File: config.mk
export PLATFORM = sky130hd
export DESIGN_NAME = iso_alu_hs
export DESIGN_NICKNAME = d
export VERILOG_FILES = /design/src/rtl/iso_alu_pkg.sv /design/src/rtl/iso_alu_divider.sv /design/src/rtl/iso_alu_hs.sv
export SDC_FILE = /design/constraint.sdc
export NUM_CORES = 1
export LEC_CHECK = 0
export CORE_UTILIZATION = 50
export CTS_CLUSTER_DIAMETER = 200
export DETAILED_ROUTE_END_ITERATION = 8
export PLACE_DENSITY = 0.82
export SLEW_MARGIN = 20
export SYNTH_ARGS = -nofsm -noshare
export SYNTH_HDL_FRONTEND = slang
export SYNTH_HIERARCHICAL = 1
export SYNTH_SLANG_ARGS = --single-unit
File: constraint.sdc
create_clock -name clk -period 2.84 [get_ports clk]
set_input_delay 0.284 -clock clk [delete_from_list [all_inputs] [get_ports clk]]
set_output_delay 0.284 -clock clk [all_outputs]
set_load 0.02 [all_outputs]
File: src/rtl/iso_alu_pkg.sv
`default_nettype none
// ============================================================================
//  Module      : iso_alu_pkg
//  Description : Shared op-select codes and FSM state type for iso_alu_hs.
//  Revision    : 1.0  initial release
// ============================================================================
package iso_alu_pkg;

    // One-hot operation select codes, sel[3:0] = {mul, add, div, sub}
    localparam logic [3:0] OP_MUL = 4'b1000;
    localparam logic [3:0] OP_ADD = 4'b0100;
    localparam logic [3:0] OP_DIV = 4'b0010;
    localparam logic [3:0] OP_SUB = 4'b0001;

    // Control FSM states
    typedef enum logic [1:0] {
        ST_IDLE = 2'd0,
        ST_EXEC = 2'd1,
        ST_DIV  = 2'd2,
        ST_DONE = 2'd3
    } state_t;

endpackage
`default_nettype wire

File: src/rtl/iso_alu_divider.sv
`default_nettype none
// ============================================================================
//  Module      : iso_alu_divider
//  Description : Restoring unsigned divider, one quotient bit per cycle.
//                start loads the operands; WIDTH iterations follow. done is
//                high during the final iteration, and quotient/remainder then
//                show the values that iteration produces, so the consumer
//                can capture the result on the same edge. WIDTH >= 2.
//  Revision    : 1.0  initial release
// ============================================================================
module iso_alu_divider #(
    parameter int WIDTH = 4
) (
    input  logic             clk,
    input  logic             rst,
    input  logic             start,
    input  logic [WIDTH-1:0] dividend,
    input  logic [WIDTH-1:0] divisor,
    output logic             busy,
    output logic             done,
    output logic [WIDTH-1:0] quotient,
    output logic [WIDTH-1:0] remainder
);

    localparam int c_CNT_W = $clog2(WIDTH + 1);

    logic [WIDTH-1:0]   r_quo;
    logic [WIDTH-1:0]   r_rem;
    logic [WIDTH-1:0]   r_dvs;
    logic [c_CNT_W-1:0] r_cnt;
    logic               r_busy;

    logic [WIDTH:0]     w_shift;
    logic [WIDTH-1:0]   w_diff;
    logic               w_fits;
    logic [WIDTH-1:0]   w_rem_nxt;
    logic [WIDTH-1:0]   w_quo_nxt;

    // One restoring step: shift next dividend bit into the partial remainder
    // and subtract the divisor if it fits. The true difference is below the
    // divisor, so its low WIDTH bits are exact.
    always_comb begin
        w_shift   = {r_rem, r_quo[WIDTH-1]};
        w_fits    = (w_shift >= {1'b0, r_dvs});
        w_diff    = w_shift[WIDTH-1:0] - r_dvs;
        w_rem_nxt = w_fits ? w_diff : w_shift[WIDTH-1:0];
        w_quo_nxt = {r_quo[WIDTH-2:0], w_fits};
    end

    // Iteration state: load on start, then step until the count runs out
    always_ff @(posedge clk) begin
        if (rst) begin
            r_quo  <= '0;
            r_rem  <= '0;
            r_dvs  <= '0;
            r_cnt  <= '0;
            r_busy <= 1'b0;
        end else if (start) begin
            r_quo  <= dividend;
            r_rem  <= '0;
            r_dvs  <= divisor;
            r_cnt  <= c_CNT_W'(WIDTH);
            r_busy <= 1'b1;
        end else if (r_busy) begin
            r_quo <= w_quo_nxt;
            r_rem <= w_rem_nxt;
            r_cnt <= r_cnt - c_CNT_W'(1);
            if (r_cnt == c_CNT_W'(1)) begin
                r_busy <= 1'b0;
            end
        end
    end

    assign busy      = r_busy;
    assign done      = r_busy && (r_cnt == c_CNT_W'(1));
    assign quotient  = w_quo_nxt;
    assign remainder = w_rem_nxt;

endmodule
`default_nettype wire

File: src/rtl/iso_alu_hs.sv
`default_nettype none
// ============================================================================
//  Module      : iso_alu_hs
//  Description : Operand-isolated 4-function ALU (mul/add/div/sub) with
//                valid/ready handshakes on input and output, one operation
//                in flight. Each unit owns its operand registers, which load
//                only when that unit is selected. Division is iterative.
//  Revision    : 1.0  initial release
// ============================================================================
module iso_alu_hs
    import iso_alu_pkg::*;
#(
    parameter int WIDTH = 4
) (
    input  logic               clk,
    input  logic               rst,
    input  logic               in_valid,
    output logic               in_ready,
    input  logic [WIDTH-1:0]   a,
    input  logic [WIDTH-1:0]   b,
    input  logic [3:0]         sel,
    output logic               out_valid,
    input  logic               out_ready,
    output logic [2*WIDTH-1:0] out,
    output logic               err
);

    state_t             r_state;
    logic [3:0]         r_sel;
    logic [WIDTH-1:0]   r_mul_a, r_mul_b;
    logic [WIDTH-1:0]   r_add_a, r_add_b;
    logic [WIDTH-1:0]   r_div_a, r_div_b;
    logic [WIDTH-1:0]   r_sub_a, r_sub_b;
    logic               r_div_start;
    logic [2*WIDTH-1:0] r_out;
    logic               r_out_valid;
    logic               r_err;

    logic               w_accept;
    logic               w_div_go;
    logic [2*WIDTH-1:0] w_mul;
    logic [2*WIDTH-1:0] w_add;
    logic [2*WIDTH-1:0] w_sub;
    logic [2*WIDTH-1:0] w_exec_out;
    logic               w_exec_err;
    logic               w_div_busy;
    logic               w_div_done;
    logic [WIDTH-1:0]   w_div_quo;
    logic [WIDTH-1:0]   w_div_rem;

    // Ready in IDLE, or in DONE when the held result retires this cycle
    assign in_ready = (r_state == ST_IDLE) || ((r_state == ST_DONE) && out_ready);
    assign w_accept = in_valid && in_ready;
    // Only a real division goes through the iterative unit; b=0 takes EXEC
    assign w_div_go = (sel == OP_DIV) && (b != '0);

    // Operand capture: only the selected unit's registers load, the rest stay frozen
    always_ff @(posedge clk) begin
        if (rst) begin
            r_sel   <= '0;
            r_mul_a <= '0;
            r_mul_b <= '0;
            r_add_a <= '0;
            r_add_b <= '0;
            r_div_a <= '0;
            r_div_b <= '0;
            r_sub_a <= '0;
            r_sub_b <= '0;
        end else if (w_accept) begin
            r_sel <= sel;
            case (sel)
                OP_MUL: begin
                    r_mul_a <= a;
                    r_mul_b <= b;
                end
                OP_ADD: begin
                    r_add_a <= a;
                    r_add_b <= b;
                end
                OP_DIV: begin
                    r_div_a <= a;
                    r_div_b <= b;
                end
                OP_SUB: begin
                    r_sub_a <= a;
                    r_sub_b <= b;
                end
                default: ;
            endcase
        end
    end

    // Single-cycle units, each fed only by its own isolated operands
    always_comb begin
        w_mul = {{WIDTH{1'b0}}, r_mul_a} * {{WIDTH{1'b0}}, r_mul_b};
        w_add = {{WIDTH{1'b0}}, r_add_a} + {{WIDTH{1'b0}}, r_add_b};
        w_sub = {{WIDTH{1'b0}}, r_sub_a} - {{WIDTH{1'b0}}, r_sub_b};
    end

    // EXEC result mux; anything not one-hot yields zero with err set.
    // The only division reaching EXEC is the divide-by-zero case.
    always_comb begin
        w_exec_out = '0;
        w_exec_err = 1'b1;
        case (r_sel)
            OP_MUL: begin
                w_exec_out = w_mul;
                w_exec_err = 1'b0;
            end
            OP_ADD: begin
                w_exec_out = w_add;
                w_exec_err = 1'b0;
            end
            OP_SUB: begin
                w_exec_out = w_sub;
                w_exec_err = 1'b0;
            end
            OP_DIV: begin
                w_exec_out = {r_div_a, {WIDTH{1'b1}}};
                w_exec_err = 1'b1;
            end
            default: ;
        endcase
    end

    iso_alu_divider #(
        .WIDTH (WIDTH)
    ) u_divider (
        .clk       (clk),
        .rst       (rst),
        .start     (r_div_start),
        .dividend  (r_div_a),
        .divisor   (r_div_b),
        .busy      (w_div_busy),
        .done      (w_div_done),
        .quotient  (w_div_quo),
        .remainder (w_div_rem)
    );

    // Control FSM with registered result outputs
    always_ff @(posedge clk) begin
        if (rst) begin
            r_state     <= ST_IDLE;
            r_out       <= '0;
            r_out_valid <= 1'b0;
            r_err       <= 1'b0;
            r_div_start <= 1'b0;
        end else begin
            r_div_start <= 1'b0;
            case (r_state)
                ST_IDLE: begin
                    if (w_accept) begin
                        r_state     <= w_div_go ? ST_DIV : ST_EXEC;
                        r_div_start <= w_div_go;
                    end
                end
                ST_EXEC: begin
                    r_out       <= w_exec_out;
                    r_err       <= w_exec_err;
                    r_out_valid <= 1'b1;
                    r_state     <= ST_DONE;
                end
                ST_DIV: begin
                    if (w_div_busy && w_div_done) begin
                        r_out       <= {w_div_rem, w_div_quo};
                        r_err       <= 1'b0;
                        r_out_valid <= 1'b1;
                        r_state     <= ST_DONE;
                    end
                end
                ST_DONE: begin
                    if (out_ready) begin
                        r_out_valid <= 1'b0;
                        if (w_accept) begin
                            r_state     <= w_div_go ? ST_DIV : ST_EXEC;
                            r_div_start <= w_div_go;
                        end else begin
                            r_state <= ST_IDLE;
                        end
                    end
                end
                default: r_state <= ST_IDLE;
            endcase
        end
    end

    assign out_valid = r_out_valid;
    assign out       = r_out;
    assign err       = r_err;

endmodule
`default_nettype wire

## After elaboration in Yosys (flattened, before gate mapping)

Index checks and enable logic that the tools add are counted.

| word-level totals | value |
|---|---|
| bits in registers | 65 |
| input bits | 16 |
| logic and storage cells | 87 |
| output and inout port bits | 11 |

| operators by class | value |
|---|---|
| reductions and logical operators | 20 |
| eq/ne operators | 15 |
| add/subtract/negate cells | 4 |
| mux-type cells | 26 |
| order comparisons | 1 |
| multipliers | 1 |

Operators with widths:

| cell | number |
|---|---|
| case mux 8 bit (4 select lines) | 1 |
| case mux 8 bit (2 select lines) | 1 |
| two-way mux 4 bit | 3 |
| two-way mux 2 bit | 5 |
| AND reduction 2 bit | 5 |
| two-way mux 1 bit | 9 |
| == test 4 x 1 -> 1 bit (second input constant) | 2 |
| == test 4 x 2 -> 1 bit (second input constant) | 2 |
| == test 4 x 3 -> 1 bit (second input constant) | 2 |
| == test 4 bit (second input constant) | 2 |
| multiplier 4 x 4 -> 8 bit | 1 |
| two-way mux 8 bit | 1 |
| case mux 2 bit (4 select lines) | 1 |
| two-way mux 3 bit | 2 |
| inequality test 2 bit (second input constant) | 3 |
| AND reduction 3 bit | 2 |
| adder 4 x 4 -> 5 bit | 1 |
| greater-or-equal comparator 5 x 4 -> 1 bit | 1 |
| logical AND 1 bit | 5 |
| subtractor 4 x 4 -> 5 bit | 1 |
| == test 2 bit (second input constant) | 2 |
| case mux 1 bit (2 select lines) | 2 |
| nonzero test 2 bit | 2 |
| nonzero test 4 bit | 1 |
| 10 further kinds | 10 |

## Depth between registers and ports, before layout

| logic depth | value |
|---|---|
| depth after elaboration | 7 |
| depth in mapped cells | 11 |
| gate-level depth less buffers | 11 |

## Cells and area by module

Netlist, hierarchy kept.

Modules (own cells, without submodules):

| module | cells each | instances | area each (um2) | sequential area each (um2) |
|---|---|---|---|---|
| iso_alu_hs | 329 | 1 | 2,925.3 | 980.9 |
| iso_alu_divider | 105 | 1 | 927.1 | 320.3 |

## Least setup slack after synthesis

OpenSTA, ideal clock, no wires.

| path | value |
|---|---|
| kind | reg2reg |
| from | reg r_mul_a[0] |
| to | reg r_out[6], in the netlist out[6] |
| period minus slack after synthesis | 2.909 ns |
| arrival time | 2.813 ns |
| path slack | -0.069 ns |
| stages on the path, launching flop included | 12 |
| buffers on the path | 0 |
| data required time | 2.744 ns |
| cell sequence | dfxtp_1 > nand2_1 > fa_1 > inv_1 > fa_1 > inv_1 > fa_1 > nand2b_1 > a21oi_1 > xor2_1 > a21oi_1 > o41ai_2 |

| on the way | value |
|---|---|
| cells in the longest elaborated chain, start to end | 3 |

RTL lines:

| item | RTL line | text |
|---|---|---|
| start: declaration | iso_alu_hs.sv:30 | `logic [WIDTH-1:0] r_mul_a, r_mul_b;` |
| start signal: assignment | iso_alu_hs.sv:61 | `r_mul_a <= '0;` |
| start signal: assignment | iso_alu_hs.sv:73 | `r_mul_a <= a;` |
| multiplier 4 x 4 -> 8 bit | iso_alu_hs.sv:95 | `w_mul = {{WIDTH{1'b0}}, r_mul_a} * {{WIDTH{1'b0}}, r_mul_b};` |
| case mux 8 bit (4 select lines) | iso_alu_hs.sv:105 | `case (r_sel)` |
| case mux 8 bit (2 select lines) | iso_alu_hs.sv:150 | `case (r_state)` |
| end signal: assignment | iso_alu_hs.sv:158 | `r_out <= w_exec_out;` |
| end signal: assignment | iso_alu_hs.sv:165 | `r_out <= {w_div_rem, w_div_quo};` |
| end: declaration | iso_alu_hs.sv:35 | `logic [2*WIDTH-1:0] r_out;` |

No other way between the ends.
A chain may end at the register's enable or synchronous reset.

## Worst setup path in the final report

Same ends and word-level chain as after synthesis.

==> results.json <==
{
  "status": "finished, final reports clean",
  "cts_buffers": 9,
  "path_class": "flop to flop",
  "crit_fanout": 2,
  "timing.fmax_ghz": 0.3682,
  "endpoint_kind": "flop",
  "design_area_sq_um": 4399,
  "clockPowerShare_pct": 27.1,
  "num-fill-cells": 641,
  "cts_sinks": 65,
  "crit_required_ns": 3.09,
  "grt_max_degree": 34,
  "fin_nets": 511,
  "worst_slew_pin_slew_ns": 0.6346,
  "min_path_cells": 2,
  "seq_power_share_pct": 39.5,
  "diodes": 0,
  "initial_core_util_pct": 52.55,
  "setup.worst_path.start_class": "flop",
  "cts_root_buf": "clkbuf_8",
  "p_leak_nw": 1.911,
  "dieArea_sq_um": 8060,
  "crit_top_cell": "fa_1",
  "fin_util_pct": 60.01,
  "drtIter0Drc": 163,
  "antenna_found_initial": 0,
  "crit_slowest_cell": "fa_1",
  "p_switching_mw": 0.9586,
  "viasPerCell": 5.615,
  "cp_num_buf_inv": 2,
  "io_buffers": 26,
  "synth_seq_cells": 65,
  "crit_path_max_incr_delay_ns": 0.54,
  "period_needed_ns": 2.716,
  "pin_count": 27,
  "holdWs_ns": 0.3970,
  "synth-async-reset-ratio_pct": 0,
  "ir_worst_vdd_mv": 0.4041,
  "core_sq_um": 7331,
  "yosys.area.top_type": "dfxtp_1",
  "place.gp.congestion": 0.8643,
  "cts_setup_buffers": 0,
  "grt.total_usage_pct": 22.13,
  "rsz0062_at_grt": "no",
  "routed_wl_mm": 8.442,
  "slew_violations": 0,
  "power_density_nw_per_um2": 629.7,
  "yosys_warnings": 6,
  "fp.dieW_um": 89.78,
  "drt_first_pass_iters": 4,
  "clockBufferDepth": 2,
  "fin_cells": 561,
  "insertion_delay_ns": 0.34,
  "synthCells": 434,
  "cts_tree": "yes",
  "grt_overflow_total": 0,
  "cp.depth": 11,
  "syn_area_per_cell_sq_um": 8.877,
  "drc": 0,
  "tns_ns": 0,
  "layout-drive-gt1-share_pct": 10.39,
  "grt_pass1_vias": 3078,
  "finalHoldViolations": 0,
  "synth.distinct_cells": 61,
  "synth_area_leaders": "dfxtp_1 34%, mux2i_1 11%, ha_1 9.4%",
  "cp_data_arrival_time_ns": 2.96,
  "swShare_pct": 34.61,
  "cts_hold_buf": 0,
  "clk_pin_slew_ns": 0.07,
  "wl_per_cell_um": 15.05,
  "power_frac_comb_pct": 33.3,
  "synth-edff-count": 0,
  "synth_common_cells": "68 x nor2_1, 65 x dfxtp_1, 41 x mux2i_1",
  "grt_pass1_wl_mm": 14.29,
  "num_vias": 3150,
  "cap_violations": 0,
  "cpLargestDelayFamily": "adder cells",
  "ys.flop_type": "dfxtp_1",
  "min_period_over_period_pct": 95.63,
  "ant_nets": 0,
  "crit_chain": "nand2_2 > fa_1 > inv_1 > fa_1 > inv_2 > fa_2 > nand2b_4 > a21oi_2 > xor2_1 > a21oi_1 > o41ai_2",
  "p_int_mw": 1.811,
  "post-dp-hpwl_mm": 6.271,
  "area_growth_pct": 14.19,
  "rr_worst_depth": 11,
  "skew_ns": 0.007012,
  "slew-limit-headroom_pct": 57.10,
  "synth_fp_nets": 486,
  "min_path_type": "input port to flop",
  "rows": 31,
  "ys_seq_area_share_pct": 33.78,
  "post_dp_cell_area_sq_um": 4200,
  "netlist_area_sq_um": 3852,
  "finalSetupViolations": 0,
  "place_inst": 547,
  "yosys.cell_count.top_type": "nor2_1",
  "yosysTopAreaCellShare_pct": 33.78,
  "cts_max_level": 3,
  "die_y_um": 89.78
}
-- layout make-up --
type                       count  area, sq um  share of cell area (%)
tap                           99        123.9                   2.816
inverter                      24        90.09                   2.048
clock buffer                  10        137.6                   3.129
timing repair buffer          38        345.3                   7.850
clock inverter                 4        45.04                   1.024
multi-input combinational    321         2354                   53.50
sequential                    65         1304                   29.64
-- repair_timing --
item / 4_1_cts / 5_1_grt
setup endpoints to repair: 1 / 2
pin swaps: 1 / 6
gates resized for setup: 1 / 7
hold endpoints to repair: 0 / 0
-- metal layers --
metal / vias up / track usage (%) / share of wire, %
met4: 0 / 6.967 / 1.8
li1: 1553 / - / -
met3: 15 / 5.922 / 5.3
met2: 85 / 38.08 / 48
met1: 1497 / 26.84 / 45
met5: - / 0 / 0
-- path summary, 6_finish.rpt --
path | from | end | slack (ns)
worst max register to register | r_mul_a[0] | out[6] | 0.12
worst min-delay path | rst | u_divider/r_quo[3] | 0.40
worst min register to register | out_valid | out_valid | 0.49
worst max-delay path | r_mul_a[0] | out[6] | 0.12
-- cell families (layout without fill, tap and decap cells) --
kind of cell | count (synthesis) | in the layout | share of synthesized area, %
AND/OR/NAND/NOR | 159 | 159 | 21.01
adder cells (fa/ha/maj) | 36 | 36 | 13.06
multiplexers | 42 | 42 | 11.04
buffers and inverters | 48 | 76 | 5.684
flip-flops | 65 | 65 | 33.78
XOR/XNOR | 9 | 9 | 2.046
AO/OA/AOI/OAI | 75 | 75 | 13.38
-- flip-flops by register name, summed over array words and instances (netlist names), 3 cells and up --
| signal | cells |
|---|---|
| out | 8 |
| r_add_a | 4 |
| r_add_b | 4 |
| r_div_a | 4 |
| r_div_b | 4 |
| r_mul_a | 4 |
| r_mul_b | 4 |
| r_sel | 4 |
| r_sub_a | 4 |
| r_sub_b | 4 |
| u_divider/r_cnt | 3 |
| u_divider/r_dvs | 4 |
| u_divider/r_quo | 4 |
| u_divider/r_rem | 4 |
-- cell usage in the layout (no fill, tap or decap), types with 3 or more instances in the layout --
cell	synthesis	routed
clkinv_2	0	3
nand3_1	11	11
nor2_1	68	68
a21oi_1	26	25
clkbuf_8	0	10
nor4b_1	3	3
nor3_1	4	4
o21ai_1	3	3
dfxtp_1	65	63
ha_1	29	28
nand2_2	1	3
mux2i_1	41	41
and2_1	13	13
nand2b_1	6	5
fa_1	7	6
inv_1	24	23
nor3b_1	4	4
clkdlybuf4s50_1	0	25
nor2b_1	7	7
nor4_1	5	5
a211oi_1	5	5
xor2_1	3	3
nand2_1	22	20
buf_4	5	12
a21o_1	3	3
o21ai_0	10	10
xnor2_1	6	6
-- power groups by stage --
stage	Clock, mW	Sequential (mW)	Combinational, mW
final	0.752	1.09	0.923
after detailed placement	0	1.11	0.914
after global placement	0	1.11	0.906
after global routing	0.796	1.10	1.01
after floorplan	0	1.15	0.575
after CTS	0.762	1.09	0.918
-- stage by stage --
| step | worst slack (ns) | total power, mW |
|---|---|---|
| finish | 0.1242 | 2.770 |
| global route | 0.001658 | 2.904 |
| CTS | 0.002935 | 2.774 |
| detailed placement | -0.07506 | 2.027 |
| global placement | -0.007544 | 2.015 |
| floorplan | 0.009887 | 1.720 |
Note: power is estimated with default switching activity, not from simulation.
